[src/rtl/t05_cb_header_synth.sv]
// -----------------------------------------------------------------------------
// t05_cb_header_synth
//
// Purpose:
//   Walks a Huffman tree held in an external node memory. It emits one
//   (character, codeword) pair per leaf, in depth-first left-to-right order.
//   It also produces a registered header record stream: one {2'b11, char}
//   word in the cycle after every char_found pulse.
//
//   The walk keeps only the root-to-node path. It does not keep a stack of
//   node indices. When the walk backtracks to a pending right branch, it
//   re-descends from the root (TRACK) by following the stored path bits.
//
// Optional feature:
//   T05_CB_HEADER_ROOT_EN -- when defined, emits one extra root record
//   {2'b10, least1[8], least2[8], 6'd0} right after INIT.
//
// Ports:
//   clk         rising-edge clock
//   rst         asynchronous active-low reset
//   max_index   root node index (sampled in INIT)
//   h_element   node at curr_index: [63:55] left child, [54:46] right child
//   curr_index  node address presented to the tree memory
//   curr_path   current path, sentinel 1 at bit [depth]
//   curr_state  LEFT=0 RIGHT=1 TRACK=2 BACKTRACK=3 FINISH=4 INIT=5
//   char_path   codeword of the last found character
//   char_index  last found character
//   char_found  one-cycle pulse when char_path/char_index are updated
//   finished    4'd1 while in FINISH
//   least1/2    root left/right child fields
//   header      header record stream
// -----------------------------------------------------------------------------
module t05_cb_header_synth (
  input  logic         clk,
  input  logic         rst,
  input  logic [6:0]   max_index,
  input  logic [70:0]  h_element,
  output logic [6:0]   curr_index,
  output logic [127:0] curr_path,
  output logic [2:0]   curr_state,
  output logic [127:0] char_path,
  output logic [7:0]   char_index,
  output logic         char_found,
  output logic [3:0]   finished,
  output logic [8:0]   least1,
  output logic [8:0]   least2,
  output logic [9:0]   header
);

  typedef enum logic [2:0] {
    S_LEFT   = 3'd0,
    S_RIGHT  = 3'd1,
    S_TRACK  = 3'd2,
    S_BACK   = 3'd3,
    S_FINISH = 3'd4,
    S_INIT   = 3'd5
  } state_t;

  state_t         state_q;
  logic [6:0]     root_q;
  logic [6:0]     curr_index_q;
  logic [127:0]   curr_path_q;
  logic [6:0]     depth_q;
  logic [6:0]     track_pos_q;
  logic           root_pending_q;
  logic [127:0]   char_path_q;
  logic [7:0]     char_index_q;
  logic           char_found_q;
  logic [3:0]     finished_q;
  logic [8:0]     least1_q;
  logic [8:0]     least2_q;
  logic [9:0]     header_q;

  // Child fields of the node currently addressed.
  logic [8:0] left_fld;
  logic [8:0] right_fld;
  assign left_fld  = h_element[63:55];
  assign right_fld = h_element[54:46];

  // The upper tag bits and the weight field do not affect the walk.
  logic unused_fields;
  assign unused_fields = ^{h_element[70:64], h_element[45:0]};

  // Path edits relative to the sentinel at bit [depth].
  // An append overwrites the sentinel with the branch bit and moves the
  // sentinel one place up. A pop clears the sentinel and turns the bit
  // below it into the new sentinel.
  logic [127:0] bit_at_depth;
  logic [127:0] path_app0_d;
  logic [127:0] path_app1_d;
  logic [127:0] path_pop_d;
  logic         popped_bit;
  logic         track_bit;

  assign bit_at_depth = 128'd1 << depth_q;
  assign path_app0_d  = (curr_path_q & ~bit_at_depth) | (bit_at_depth << 1);
  assign path_app1_d  = curr_path_q | (bit_at_depth << 1);
  assign path_pop_d   = (curr_path_q & ~bit_at_depth) | (bit_at_depth >> 1);
  assign popped_bit   = |(curr_path_q & (bit_at_depth >> 1));
  assign track_bit    = |(curr_path_q & (128'd1 << track_pos_q));

  always_ff @(posedge clk or negedge rst) begin
    if (!rst) begin
      state_q        <= S_INIT;
      root_q         <= 7'd0;
      curr_index_q   <= 7'd0;
      curr_path_q    <= 128'd1;
      depth_q        <= 7'd0;
      track_pos_q    <= 7'd0;
      root_pending_q <= 1'b0;
      char_path_q    <= 128'd1;
      char_index_q   <= 8'd0;
      char_found_q   <= 1'b0;
      finished_q     <= 4'd0;
      least1_q       <= 9'd0;
      least2_q       <= 9'd0;
      header_q       <= 10'd0;
    end else begin
      char_found_q <= 1'b0;
      header_q     <= char_found_q ? {2'b11, char_index_q} : 10'd0;

      case (state_q)
        S_INIT: begin
          root_q         <= max_index;
          curr_index_q   <= max_index;
          curr_path_q    <= 128'd1;
          depth_q        <= 7'd0;
          track_pos_q    <= 7'd0;
          root_pending_q <= 1'b1;
          state_q        <= S_LEFT;
        end

        S_LEFT: begin
          // During INIT the memory is still addressed by the reset index.
          // The root children are therefore latched on the first LEFT cycle,
          // which is the first cycle that the root is actually presented.
          if (root_pending_q) begin
            least1_q       <= left_fld;
            least2_q       <= right_fld;
            root_pending_q <= 1'b0;
`ifdef T05_CB_HEADER_ROOT_EN
            header_q       <= {2'b10, left_fld[8], right_fld[8], 6'd0};
`endif
          end
          if (depth_q == 7'd127) begin
            // The path register cannot hold a deeper codeword.
            state_q    <= S_FINISH;
            finished_q <= 4'd1;
          end else if (left_fld[8]) begin
            curr_path_q  <= path_app0_d;
            curr_index_q <= left_fld[6:0];
            depth_q      <= depth_q + 7'd1;
          end else begin
            char_index_q <= left_fld[7:0];
            char_path_q  <= path_app0_d;
            char_found_q <= 1'b1;
            state_q      <= S_RIGHT;
          end
        end

        S_RIGHT: begin
          if (depth_q == 7'd127) begin
            state_q    <= S_FINISH;
            finished_q <= 4'd1;
          end else if (right_fld[8]) begin
            curr_path_q  <= path_app1_d;
            curr_index_q <= right_fld[6:0];
            depth_q      <= depth_q + 7'd1;
            state_q      <= S_LEFT;
          end else begin
            char_index_q <= right_fld[7:0];
            char_path_q  <= path_app1_d;
            char_found_q <= 1'b1;
            state_q      <= S_BACK;
          end
        end

        S_BACK: begin
          if (depth_q == 7'd0) begin
            // The root's right child was a leaf, so nothing is left to visit.
            state_q    <= S_FINISH;
            finished_q <= 4'd1;
          end else begin
            curr_path_q <= path_pop_d;
            depth_q     <= depth_q - 7'd1;
            if (!popped_bit) begin
              // A left branch was undone. Its sibling (right) subtree is
              // still pending, so re-descend from the root to that node.
              curr_index_q <= root_q;
              track_pos_q  <= 7'd0;
              state_q      <= S_TRACK;
            end else if (depth_q == 7'd1) begin
              state_q    <= S_FINISH;
              finished_q <= 4'd1;
            end
          end
        end

        S_TRACK: begin
          if (track_pos_q == depth_q) begin
            state_q <= S_RIGHT;
          end else begin
            curr_index_q <= track_bit ? right_fld[6:0] : left_fld[6:0];
            track_pos_q  <= track_pos_q + 7'd1;
          end
        end

        S_FINISH: begin
          finished_q <= 4'd1;
        end

        default: begin
          state_q <= S_INIT;
        end
      endcase
    end
  end

  assign curr_index = curr_index_q;
  assign curr_path  = curr_path_q;
  assign curr_state = state_q;
  assign char_path  = char_path_q;
  assign char_index = char_index_q;
  assign char_found = char_found_q;
  assign finished   = finished_q;
  assign least1     = least1_q;
  assign least2     = least2_q;
  assign header     = header_q;

endmodule

[config.mk]
export PLATFORM = sky130hd
export DESIGN_NAME = t05_cb_header_synth
export DESIGN_NICKNAME = d
export VERILOG_FILES = /design/src/rtl/t05_cb_header_synth.sv
export SDC_FILE = /design/constraint.sdc
export NUM_CORES = 1
export LEC_CHECK = 0
export ABC_CLOCK_PERIOD_IN_PS = 6450
export CAP_MARGIN = 10
export CORE_AREA = 3 3 265 267
export DETAILED_ROUTE_END_ITERATION = 10
export DIE_AREA = 0 0 268 270
export HOLD_SLACK_MARGIN = 0.12
export PLACE_DENSITY_LB_ADDON = 0.12
export SYNTH_ARGS = -nofsm -noshare
export SYNTH_HDL_FRONTEND = slang
export SYNTH_SLANG_ARGS = --single-unit
[constraint.sdc]
create_clock -name clk -period 6.45 [get_ports clk]
set_input_delay 0.645 -clock clk [delete_from_list [all_inputs] [get_ports clk]]
set_output_delay 0.645 -clock clk [all_outputs]
set_load 0.03 [all_outputs]
==> results of run 1 <==
## flip-flops by register name, indices dropped and copies added, names as in the netlist, 8 cells and up
register	flops
least2	9
header	9
char_path	128
curr_path	128
char_index	8
least1	9
## cell families (layout without fill, tap and decap cells)
family                     after synthesis  after routing  share of synthesized area [%]
and+or+nand+nor                        997            997                          22.65
AOI/OAI and AO/OA                      969            969                          27.64
DFF                                    325            325                          40.11
buffers and inverters                  261            492                          5.513
muxes                                   51             51                          2.917
adders and majority gates               14             14                         0.8511
xor gates and xnor gates                 7              7                         0.3022
other                                    1              5                        0.01848
## power groups by stage
stage / clock, uW / sequential [uW] / combinational, uW
after floorplan: 0 / 4550 / 3250
after global placement: 0 / 3640 / 7190
after detailed placement: 0 / 3660 / 7270
after CTS: 2580 / 3640 / 7290
after global routing: 2650 / 3740 / 7780
final: 2510 / 3640 / 7280
## stage by stage
stage / setup WS, ns / util, %
floorplan: 3.535 / -
global placement: 2.217 / 35.53
detailed placement: 2.090 / 35.53
CTS: 2.067 / 37.65
global route: 1.872 / 37.65
finish: 1.911 / 37.65
## synth_stat cells (5+ instances only)
library cell / count
o21ai_0: 415
nand2_1: 404
dfrtp_1: 321
nor2_1: 287
a21oi_1: 261
clkbuf_1: 157
a31oi_1: 143
nand3_1: 126
buf_2: 38
mux2_2: 35
inv_1: 31
nand4_1: 21
nor2b_1: 20
a22oi_1: 16
and3_1: 16
a22o_1: 14
nor4_1: 14
buf_1: 13
ha_1: 13
mux2i_1: 13
and2_1: 12
and3b_1: 12
buf_4: 12
o2111ai_1: 12
and4b_1: 11
nand3b_1: 11
a221oi_1: 10
nor4bb_1: 9
o221ai_1: 9
a32o_1: 8
a32oi_1: 8
nor3_1: 8
o311ai_0: 8
and4_1: 7
a211oi_1: 6
buf_6: 6
nand2b_1: 5
nor3b_1: 5
o211ai_1: 5
o31ai_1: 5
## worst paths after layout
kind	start	end	slack, ns	depth (start not counted)
max	depth_q[0]$_DFFE_PN0P_	curr_index[3]$_DFFE_PN0P_	1.91	11
min	rst	curr_path[97]$_DFFE_PN0P_	0.17	1
max reg2reg	depth_q[0]$_DFFE_PN0P_	curr_index[3]$_DFFE_PN0P_	1.91	11
min reg2reg	finished[0]$_DFFE_PN0P_	finished[0]$_DFFE_PN0P_	0.46	1
max in group asynchronous	rst	depth_q[3]$_DFFE_PN0P_	4.78	2
min in group clk	finished[0]$_DFFE_PN0P_	finished[0]$_DFFE_PN0P_	0.46	1
## metal layers
metal  up-vias  part of all wire [%]  track usage, %
met5         -                     0               0
met2       997                    46           41.66
met4         0                   3.0           7.994
met1     10930                    44           36.74
li1       9864                     -               -
met3       154                   7.5           4.427
## placed cells by master, fill, tap and decap left out, drive strengths merged, types with 6 or more instances in the layout
master,instances
o21ai,419
nand2,404
clkdlybuf4s50,329
dfrtp,321
nor2,288
a21oi,262
a31oi,143
nand3,126
clkbuf,63
buf,52
mux2,35
inv,34
nand4,21
nor2b,20
and3,17
a22oi,16
and2,16
a22o,14
nor4,14
mux2i,13
ha,13
o2111ai,13
and3b,12
and4b,11
nand3b,11
a221oi,10
o221ai,10
nor3,10
nor4bb,9
a32oi,8
a32o,8
o311ai,8
clkinv,8
and4,7
nor3b,7
a211oi,6
bufinv,6
nor4b,6
## layout make-up
cell class                      count  area [um^2]
Clock inverter                     14        239.0
Multi-Input combinational cell   2041        11150
Sequential cell                   325         8147
Antenna cell                        2        5.005
Inverter                           34        127.6
Timing Repair Buffer              381         3754
Clock buffer                       63         1210
Fill cell                        6971        42610
Tap cell                          882         1104
==> reports/results.ini, run 1 <==
[floorplanning]
dieArea_um2 = 72360
io-pin-count = 387
num_rows = 96
core-area_um2 = 68350
die_y_um = 270
initial_utilization_pct = 29.68
fp.dieW_um = 268

[critical_path]
cp_top_family = simple AND/OR/NAND/NOR gates
crit_required_ns = 6.91
cpMaxStageDelayCell = nor4bb_2
setup.worst_path.end_class = flip-flop
crit_type = flip-flop to flip-flop
cp_cell_sequence = inv_1 > ha_1 > buf_4 > nor4bb_2 > nand3_1 > o2111ai_1 > nor4_1 > nand4_1 > nor3_2 > o221ai_4 > mux2_2
crit_fanout = 14
cp.arrival_ns = 5.00
crit_buf_inv = 2
cp-start-kind = flip-flop
slowest_delay_ns = 0.96

[finish]
final_area_um2 = 25730
area_growth_pct = 26.85
drive_above_1_share_pct = 6.928
final_cells = 3742
final_nets = 2918

[min_path]
hold_path_class = input port to async pin

[yosys]
ys_seq_area_share_pct = 40.11
synth_warnings = 0
synth_seq_cells = 325
avgSynthCellArea_um2 = 7.729
synth_cells = 2625
synth_top_cell_area_share_pct = 39.59
async_flop_share_pct = 100.0
synth_area_leaders = dfrtp_1 (40%), o21ai_0 (10%), nand2_1 (7.5%)
synth_edf_count = 0
post_synth_num_cell_types = 94
yosysTopAreaCell = dfrtp_1
syn_area_um2 = 20290
ys.flop_type = dfrtp_1

[route]
routed_via_density = 5.865
drtIter0Drc = 2408
remaining_drc_errors = 0
first_pass_iters = 8
drtAntennaViolNets = 0
vias = 21950
wl_per_cell_um = 26.10
drt-total-wl_mm = 97.66

[placed_design]
place_area_um2 = 24280
routabilityCongestion = 0.9649
port_buffers = 330
dp_cells = 3663
post-dp-hpwl_mm = 68.42

[sta]
fin_hold_ws_ns = 0.1655
fmax_mhz = 220.3
finalSetupViolations = 0
slew_violations = 0
post-route-period-util_pct = 70.37
finalHoldViolCount = 0
max-slew-margin-rel_pct = 21.72
worst_slew_pin_slew_ns = 1.174
grt_setup_unrepaired = false
skew_ns = 0.01716
period_needed_ns = 4.539
tns_ns = 0

[power]
p_comb_share_pct = 54.2
power.share.clock_pct = 18.7
power_uw = 13430
switching_share_pct = 50.33
switching_power_uw = 6757
irDropWorstVdd_mv = 0.4084
cellInternalPower_uw = 6669
p_per_area_nw_per_um2 = 521.7
p_seq_share_pct = 27.1
p_leak_uw = 0.009275

[clock_tree]
numCtsBuffers = 42
clockBufferDepth = 3
clkTransAtPathRegs_ns = 0.06
cts_setup_buffers = 0
cts_resized = 0
holdBufCountCts = 0
clock-sinks = 325
cts_tree = yes
h-tree-depth = 2
cts_root_buffer = clkbuf_16
clk_latency_ns = 0.58

[job]
cap_violations = 0

[global_routing]
grt_antenna_before_repair = 2
gr-total-overflow = 0
grt_use_total_pct = 26.33
grt_pass1_wl_mm = 145.7
grt_max_degree = 145
first_global_vias = 21230

[run_status]
status = completed

(Power assumes the default switching activity.)
==> run 2: changes to the inputs <==
Settings changed: ABC_CLOCK_PERIOD_IN_PS 6450 to 3950.
Clock period 6.45 ns to 3.95 ns, I/O delays scaled along.
==> reports/results.ini, run 2 (synthesis results as in run 1) <==
[sta]
max-slew-margin-rel_pct = 35.18
finalHoldViolCount = 0
grt_setup_unrepaired = false
worst_slew_pin_slew_ns = 0.9722
finalSetupViolations = 0
post-route-period-util_pct = 94.17
period_needed_ns = 3.720
fmax_mhz = 268.8
slew_violations = 0
tns_ns = 0
skew_ns = 0.01920

[route]
remaining_drc_errors = 0
vias = 22550
routed_via_density = 5.809
drt-total-wl_mm = 100.4
drtAntennaViolNets = 0
drtIter0Drc = 2229
wl_per_cell_um = 25.87
first_pass_iters = 6

[global_routing]
grt_pass1_wl_mm = 149.6
grt_use_total_pct = 27.12
grt_use_met1_pct = 37.83
grt_antenna_before_repair = 1
grt_max_degree = 96
first_global_vias = 21770
met3_usage_pct = 4.956
gr-total-overflow = 0
grt.busiest_layer = met2
grt_use_met2_pct = 43.03

[critical_path]
cp.arrival_ns = 4.18
cp_cell_sequence = inv_1 > ha_1 > buf_4 > and4b_1 > nand3_1 > o2111ai_1 > nor4_1 > nand4_1 > nor3_2 > o221ai_4 > mux2_2
setup.worst_path.end_class = flip-flop
crit_fanout = 8
cpMaxStageDelayCell = nor4_1
cp-start-kind = flip-flop
slowest_delay_ns = 0.46
crit_type = flip-flop to flip-flop
crit_required_ns = 4.41

[finish]
final_area_um2 = 26900
final_common_cell = o21ai_0
final_nets = 3061
fillCellCount = 6964
final_cell_mix = o21ai_0 (415), nand2_1 (401), clkdlybuf4s50_1 (329), dfrtp_1 (319), nor2_1 (285)
ff_latch_area_um2 = 8144
area_growth_pct = 32.60
multi_input_area_um2 = 11090
drive_above_1_share_pct = 11.10
diodes = 0

[placed_design]
routabilityCongestion = 0.9535
place_area_um2 = 25530
port_buffers = 330
post-dp-hpwl_mm = 73.30

[clock_tree]
holdBufCountCts = 1
numCtsBuffers = 41
clockBufferDepth = 3
clock-sinks = 325
clk_latency_ns = 0.58
clkTransAtPathRegs_ns = 0.06
h-tree-depth = 2
cts_resized = 0
cts_tree = yes
cts_root_buffer = clkbuf_16
cts_setup_buffers = 0

[job]
cap_violations = 0

[power]
irDropWorstVdd_mv = 0.5764
p_leak_uw = 0.01002
p_per_area_nw_per_um2 = 840.3

[floorplanning]
die_y_um = 270
fp.dieW_um = 268
core-area_um2 = 68350
initial_utilization_pct = 29.68
io-pin-count = 387
dieArea_um2 = 72360
num_rows = 96

[run_status]
status = completed

[min_path]
hold_path_class = input port to flip-flop

[run 2: cell count changes in the layout (fill, tap and decap cells not counted), moves of 2 or more]
cell	delta
buf_4	+124
buf_12	+19
nor4bb_1	+6
nor4bb_2	-6
bufinv_16	-4
clkbuf_8	+4
clkbuf_1	-3
clkinv_2	+2
dfrtp_1	+2
dfrtp_2	-2
diode_2	-2
[run 2: path summary, 6_finish.rpt]
check | start | endpoint | slack, ns | depth (start not counted)
setup / recovery | depth_q[0]$_DFFE_PN0P_ | curr_index[5]$_DFFE_PN0P_ | 0.23 | 11
hold / removal | h_element[62] | char_index[7]$_DFFE_PN0P_ | 0.42 | 3
setup reg to reg | depth_q[0]$_DFFE_PN0P_ | curr_index[5]$_DFFE_PN0P_ | 0.23 | 11
hold reg to reg | finished[0]$_DFFE_PN0P_ | finished[0]$_DFFE_PN0P_ | 0.48 | 1
max in group asynchronous | rst | char_path[0]$_DFFE_PN1P_ | 2.55 | 3
min in group asynchronous | rst | curr_path[91]$_DFFE_PN0P_ | 0.46 | 2
[run 2: stage by stage]
step / util, % / setup WS, ns / total power (uW) / hold slack, ns / instances
after floorplan: - / 1.035 / 12740 / 0.09941 / 2627
after global placement: 37.35 / 0.3086 / 18600 / 0.4438 / 3806
after detailed placement: 37.35 / 0.2922 / 18730 / 0.4531 / 3806
after CTS: 39.36 / 0.2752 / 22670 / 0.3808 / 3882
after global routing: 39.36 / 0.04587 / 23870 / 0.4207 / 3882
final: 39.36 / 0.2302 / 22610 / 0.4187 / 3882
[run 2: final cells by class]
type,count,area share [%]
multi-input cells,2041,41.21
clock inverters,12,0.5070
inverters,34,0.4744
repair buffers,525,18.86
clock buffers,63,4.567
flip-flops and latches,325,30.27
well taps,882,4.102
[run 2: report_power, final]
part | internal [uW] | switching [uW] | total, uW
combinational | 4530 | 8330 | 12900
clock | 2280 | 1570 | 3850
sequential | 4540 | 1350 | 5900
total | 11300 | 11300 | 22600
[run 2: critical path: cells and delay by family (launching register included)]
kind	cells	cell delay, ns
buf+inv	2	0.37
fa+ha+maj	1	0.36
mux	1	0.33
simple gates	5	1.61
compound gates	2	0.48
flops	1	0.43
[run 2: metal layers]
metal | vias up | part of all wire, %
li1 | 10160 | -
met1 | 11340 | 45
met2 | 906 | 46
met3 | 144 | 6.8
met4 | 2 | 2.7
met5 | - | 0.012
